`src/rtl/firebird7_in_gate1_tessent_data_mux_pkg.sv`:
```
// Shared limits, segment field layout and sizing helper for the data-mux TDR.
package firebird7_in_gate1_tessent_data_mux_pkg;
    localparam int CHANNELS_MIN = 1;
    localparam int CHANNELS_MAX = 8;
    localparam int WIDTH_MIN    = 1;
    localparam int WIDTH_MAX    = 32;

    localparam int SEL_BIT  = 0;
    localparam int DATA_LSB = 1;

    function automatic int seg_len(input int width);
        return width + 1;
    endfunction
endpackage

```
`src/rtl/firebird7_in_gate1_tessent_data_mux_tdr_chan.sv`:
```
// One channel: update-stage segment register and functional/override output mux.
module firebird7_in_gate1_tessent_data_mux_tdr_chan
    import firebird7_in_gate1_tessent_data_mux_pkg::*;
#(
    parameter int WIDTH = 3
) (
    input  logic                    clk_i,
    input  logic                    rst_i,
    input  logic                    upd_en_i,
    input  logic [WIDTH:0]          seg_i,
    input  logic [WIDTH-1:0]        func_i,
    output logic [WIDTH-1:0]        data_o,
    output logic                    sel_o
);
    localparam int SEG = seg_len(WIDTH);

    logic [SEG-1:0] upd_q;
    logic [SEG-1:0] upd_d;

    always_comb begin
        upd_d = upd_q;
        if (upd_en_i) upd_d = seg_i;
    end

    always_ff @(posedge clk_i or posedge rst_i) begin
        if (rst_i) upd_q <= '0;
        else       upd_q <= upd_d;
    end

    assign sel_o  = upd_q[SEL_BIT];
    assign data_o = sel_o ? upd_q[DATA_LSB +: WIDTH] : func_i;
endmodule

```
`src/rtl/firebird7_in_gate1_tessent_data_mux_tdr.sv`:
```
// IJTAG data-mux TDR: capture/shift register in the top, per-channel update stage and mux below.
module firebird7_in_gate1_tessent_data_mux_tdr
    import firebird7_in_gate1_tessent_data_mux_pkg::*;
#(
    parameter int CHANNELS = 2,
    parameter int WIDTH    = 3
) (
    input  logic                      ijtag_tck,
    input  logic                      ijtag_reset,
    input  logic                      ijtag_sel,
    input  logic                      ijtag_ce,
    input  logic                      ijtag_se,
    input  logic                      ijtag_ue,
    input  logic                      ijtag_si,
    output logic                      ijtag_so,
    input  logic [CHANNELS*WIDTH-1:0] functional_data_in,
    output logic [CHANNELS*WIDTH-1:0] data_out,
    output logic                      ijtag_active
);
    localparam int SEG = seg_len(WIDTH);
    localparam int LEN = CHANNELS * SEG;

    logic [LEN-1:0]      sr_q;
    logic [LEN-1:0]      sr_d;
    logic [LEN-1:0]      cap_v;
    logic [CHANNELS-1:0] upd_sel;

    logic capture_en;
    logic shift_en;
    logic update_en;

    assign capture_en = ijtag_sel && ijtag_ce;
    assign shift_en   = ijtag_sel && ijtag_se && !ijtag_ce;
    // ue with se is ignored so a shift never leaks half-loaded data into the outputs.
    assign update_en  = ijtag_sel && ijtag_ue && !ijtag_se;

    for (genvar c = 0; c < CHANNELS; c++) begin : g_chan
        assign cap_v[c*SEG + SEL_BIT]            = upd_sel[c];
        assign cap_v[c*SEG + DATA_LSB +: WIDTH]  = functional_data_in[c*WIDTH +: WIDTH];

        firebird7_in_gate1_tessent_data_mux_tdr_chan #(
            .WIDTH (WIDTH)
        ) u_chan (
            .clk_i    (ijtag_tck),
            .rst_i    (ijtag_reset),
            .upd_en_i (update_en),
            .seg_i    (sr_q[c*SEG +: SEG]),
            .func_i   (functional_data_in[c*WIDTH +: WIDTH]),
            .data_o   (data_out[c*WIDTH +: WIDTH]),
            .sel_o    (upd_sel[c])
        );
    end

    always_comb begin
        sr_d = sr_q;
        if (capture_en)    sr_d = cap_v;
        else if (shift_en) sr_d = {ijtag_si, sr_q[LEN-1:1]};
    end

    always_ff @(posedge ijtag_tck or posedge ijtag_reset) begin
        if (ijtag_reset) sr_q <= '0;
        else             sr_q <= sr_d;
    end

    assign ijtag_so     = sr_q[0];
    assign ijtag_active = |upd_sel;
endmodule

```
`config.mk`:
```
export PLATFORM = sky130hd
export DESIGN_NAME = firebird7_in_gate1_tessent_data_mux_tdr
export DESIGN_NICKNAME = d
export VERILOG_FILES = /design/src/rtl/firebird7_in_gate1_tessent_data_mux_pkg.sv /design/src/rtl/firebird7_in_gate1_tessent_data_mux_tdr_chan.sv /design/src/rtl/firebird7_in_gate1_tessent_data_mux_tdr.sv
export SDC_FILE = /design/constraint.sdc
export NUM_CORES = 1
export LEC_CHECK = 0
export ABC_AREA = 1
export CAP_MARGIN = 5
export CORE_MARGIN = 4
export CORE_UTILIZATION = 50
export CTS_CLUSTER_DIAMETER = 150
export CTS_CLUSTER_SIZE = 24
export DETAILED_ROUTE_END_ITERATION = 7
export DONT_BUFFER_PORTS = 1
export PLACE_DENSITY = 0.75
export SYNTH_ARGS = -nofsm -noshare
export SYNTH_HDL_FRONTEND = slang
export SYNTH_HIERARCHICAL = 1
export SYNTH_SLANG_ARGS = --single-unit
```
`constraint.sdc`:
```
create_clock -name ijtag_tck -period 0.9 [get_ports ijtag_tck]
set_input_delay 0.18 -clock ijtag_tck [delete_from_list [all_inputs] [get_ports ijtag_tck]]
set_output_delay 0.18 -clock ijtag_tck [all_outputs]
set_load 0.03 [all_outputs]
```
==> key figures <==
Outcome
  • Status: finished, violations left
  • Failing checks: negative setup slack

Synth
  • Post-synth EDFFs: 0
  • Top cells by area, synth: dfrtp_1 (45%), nand2_1 (31%), nand3_1 (9.1%)
  • Post-synth ARST share: 1.00
  • Synth area leader: dfrtp_1
  • Register area share after synthesis: 0.454
  • Synth warn: 6
  • Synthesized cell area: 882 um^2
  • Top FF cell, synth: dfrtp_1
  • Synth Register Bits: 16
  • Synth Instances: 123
  • Synth unique cells: 12
  • Top-area cell type share of the netlist area: 0.454
  • Avg Inst Size Synth: 7.17 um^2
  • Net Count, Synth: 136
  • Count leader, synth: nand2_1
  • Most frequent cells after synthesis: nand2_1 (72), dfrtp_1 (16), nand3_1 (16)

Clock tree
  • CTS H-tree depth: 1
  • Root cell of the clock tree: clkbuf_4
  • Worst skew pair latency: 0.29 ns
  • CTS sink count: 16
  • Clock buffer depth: 2
  • Clock-pin slew on the worst setup and hold paths: 0.10 ns
  • CTS tree: built
  • CTS Buf Count: 3

Critical path
  • CP Depth: 1
  • Crit path cell chain: or2_4
  • Worst path arrival time: 1.06 ns
  • Element type at the critical path start: register
  • Max stage delay on crit path: 0.47 ns
  • R2R depth: 6
  • CP bufs+invs: 0
  • R2r setup slk: -0.13 ns
  • Crit Path Category: register to output port
  • R2R Path End: sr_q[4]$_DFFE_PP0P_
  • Crit-path max FO: 7
  • Critical R2R Launch: g_chan[1].u_chan/upd_q[0]$_DFFE_PP0P_
  • Cell family with most CP delay: flip-flops
  • Slowest cell on crit path: dfrtp_2
  • Critical path data required time: 0.72 ns
  • Crit. End Element: output port

Die
  • Die ar.: 2500 um^2
  • Core ar.: 1590 um^2
  • Starting Density: 0.553
  • Die height: 50 um
  • Std-Cell Rows: 14
  • Die Wd: 50 um
  • # IOs: 21

Place
  • Dpl hpwl: 1290 um
  • Gpl congestion: 0.763
  • Port bufs: 0

Timing
  • Final Cycle Share: 1.37
  • PnR worst setup slack: -0.336 ns
  • FMAX: 809 MHz
  • Unrepaired setup endpoints after global routing: yes
  • Final hold violation count: 0
  • Sum of negative setup slack: -2.54 ns
  • Final Slew Violations: 0
  • Final hold slack: 0.0605 ns
  • Slew headroom: 0.791
  • Minimum clock period: 1.24 ns
  • Worst-margin pin slew: 0.313 ns
  • Setup violators final: 10
  • Worst Skew: 0.00916 ns

Power
  • Flop pwr share: 0.443
  • Peak VDD IR: 1.18 mV
  • Post-route total power: 2.22 mW
  • Clock power frac: 0.218
  • Sw power: 0.804 mW
  • Comb pwr share: 0.339
  • Pwr dens: 2060 nW/um^2
  • Internal power: 1.42 mW
  • Leakage: 0.583 nW
  • Switching Fraction: 0.362

Finish
  • Area of the multi-input gates: 490 um^2
  • Final layout net count: 146
  • Register area: 403 um^2
  • Share of cells above drive strength 1: 0.273
  • FILL cells: 132
  • Area Growth Syn to Fin: 22.3%
  • Inserted Diodes: 0

Global routing
  • GR Overflow Total: 0
  • Vias in the first global route: 684
  • GRT Resource Usage Total: 0.170
  • Largest net degree at the start of global routing: 18
  • Initial antenna violation count: 0
  • First-pass GRT wire length: 3150 um

Route
  • Via density: 4.92
  • Via count: 768
  • Wirelength per Cell: 12.0 um
  • DR iter-0 viols: 15
  • DR DRC count: 0
  • Final ANT Viol Nets: 0
  • Post-Route WL: 1870 um
  • Drt pass-1 iters: 4

Min path
  • Hold path cells: 3
  • Worst min-delay path category: input port to register
  • Hold_sp: ijtag_se
  • Worst hold endpoint: g_chan[1].u_chan/upd_q[1]$_DFFE_PP0P_

Run
  • Maximum Capacitance Violations: 0
==> layer usage <==
| metal | wire length [um] | GRT usage | vias up |
|---|---|---|---|
| li1 | - | - | 394 |
| met1 | 937 | 0.228 | 343 |
| met2 | 757 | 0.246 | 27 |
| met3 | 131 | 0.0422 | 4 |
| met4 | 42 | 0.0968 | 0 |
| met5 | 0 | 0 | - |
==> power groups by stage <==
stage / Sequential [mW] / Clock (mW) / Combinational [mW]
finish: 0.982 / 0.485 / 0.753
global route: 1.00 / 0.528 / 0.821
CTS: 0.973 / 0.497 / 0.670
detailed placement: 0.990 / 0 / 0.568
global placement: 0.984 / 0 / 0.561
floorplan: 0.976 / 0 / 0.495
==> cell usage in the layout (no fill, tap or decap) <==
cell           instances
dlygate4sd3_1          1
clkbuf_8               1
nor2_4                 1
buf_12                 1
or2_4                  1
nand2_2                7
clkbuf_4               3
nand2_8                1
inv_2                  3
nand2_4                9
inv_1                  5
inv_4                  1
dfrtp_1               14
buf_6                  2
nand2_1               60
buf_4                  4
dfrtp_2                2
nand3_1               16
==> registers in the layout, summed over array words and instances, names as in the netlist <==
register and cells:
g_chan.u_chan/upd_q 8, sr_q 8
==> layout make-up <==
| type | count | area share |
|---|---|---|
| clock buffers | 4 | 0.0336 |
| inverters | 9 | 0.0336 |
| multi-input cells | 95 | 0.455 |
| flip-flops and latches | 16 | 0.374 |
| well taps | 24 | 0.0278 |
| repair buffers | 8 | 0.0766 |
==> worst max-delay path by stage <==
stage                                               start            to
floorplan           g_chan[1].u_chan/upd_q[0]$_DFFE_PP0P_  ijtag_active
global placement    g_chan[0].u_chan/upd_q[0]$_DFFE_PP0P_   data_out[0]
detailed placement  g_chan[1].u_chan/upd_q[0]$_DFFE_PP0P_   data_out[3]
CTS                 g_chan[0].u_chan/upd_q[0]$_DFFE_PP0P_  ijtag_active
global route        g_chan[0].u_chan/upd_q[0]$_DFFE_PP0P_  ijtag_active
finish              g_chan[1].u_chan/upd_q[0]$_DFFE_PP0P_  ijtag_active
==> cell families (layout without fill, tap and decap cells) <==
family | Yosys count | after routing | share of synthesized area
AND/OR/NAND/NOR | 95 | 95 | 0.465
flip-flops | 16 | 16 | 0.454
buffers and inverters | 12 | 21 | 0.0809
==> stage by stage <==
step / util / cell area [um^2] / instances / worst slack (ns)
floorplan: - / 907 / 123 / 0.00954
global route: 0.677 / 1080 / 156 / -0.366
global placement: 0.577 / 920 / 145 / -0.0179
CTS: 0.644 / 1030 / 153 / -0.333
detailed placement: 0.577 / 920 / 145 / -0.0392
finish: 0.677 / 1080 / 156 / -0.336
==> what timing repair did <==
| item | in CTS | in global routing |
|---|---|---|
| pin swaps | 3 | 5 |
| setup endpoints to repair | 8 | 10 |
| buffers inserted | 3 | 3 |
| hold endpoints to repair | 16 | 0 |
| hold buffers | 1 | 0 |
| gates resized for setup | 11 | 10 |
Power figures use the tool's default switching activity.
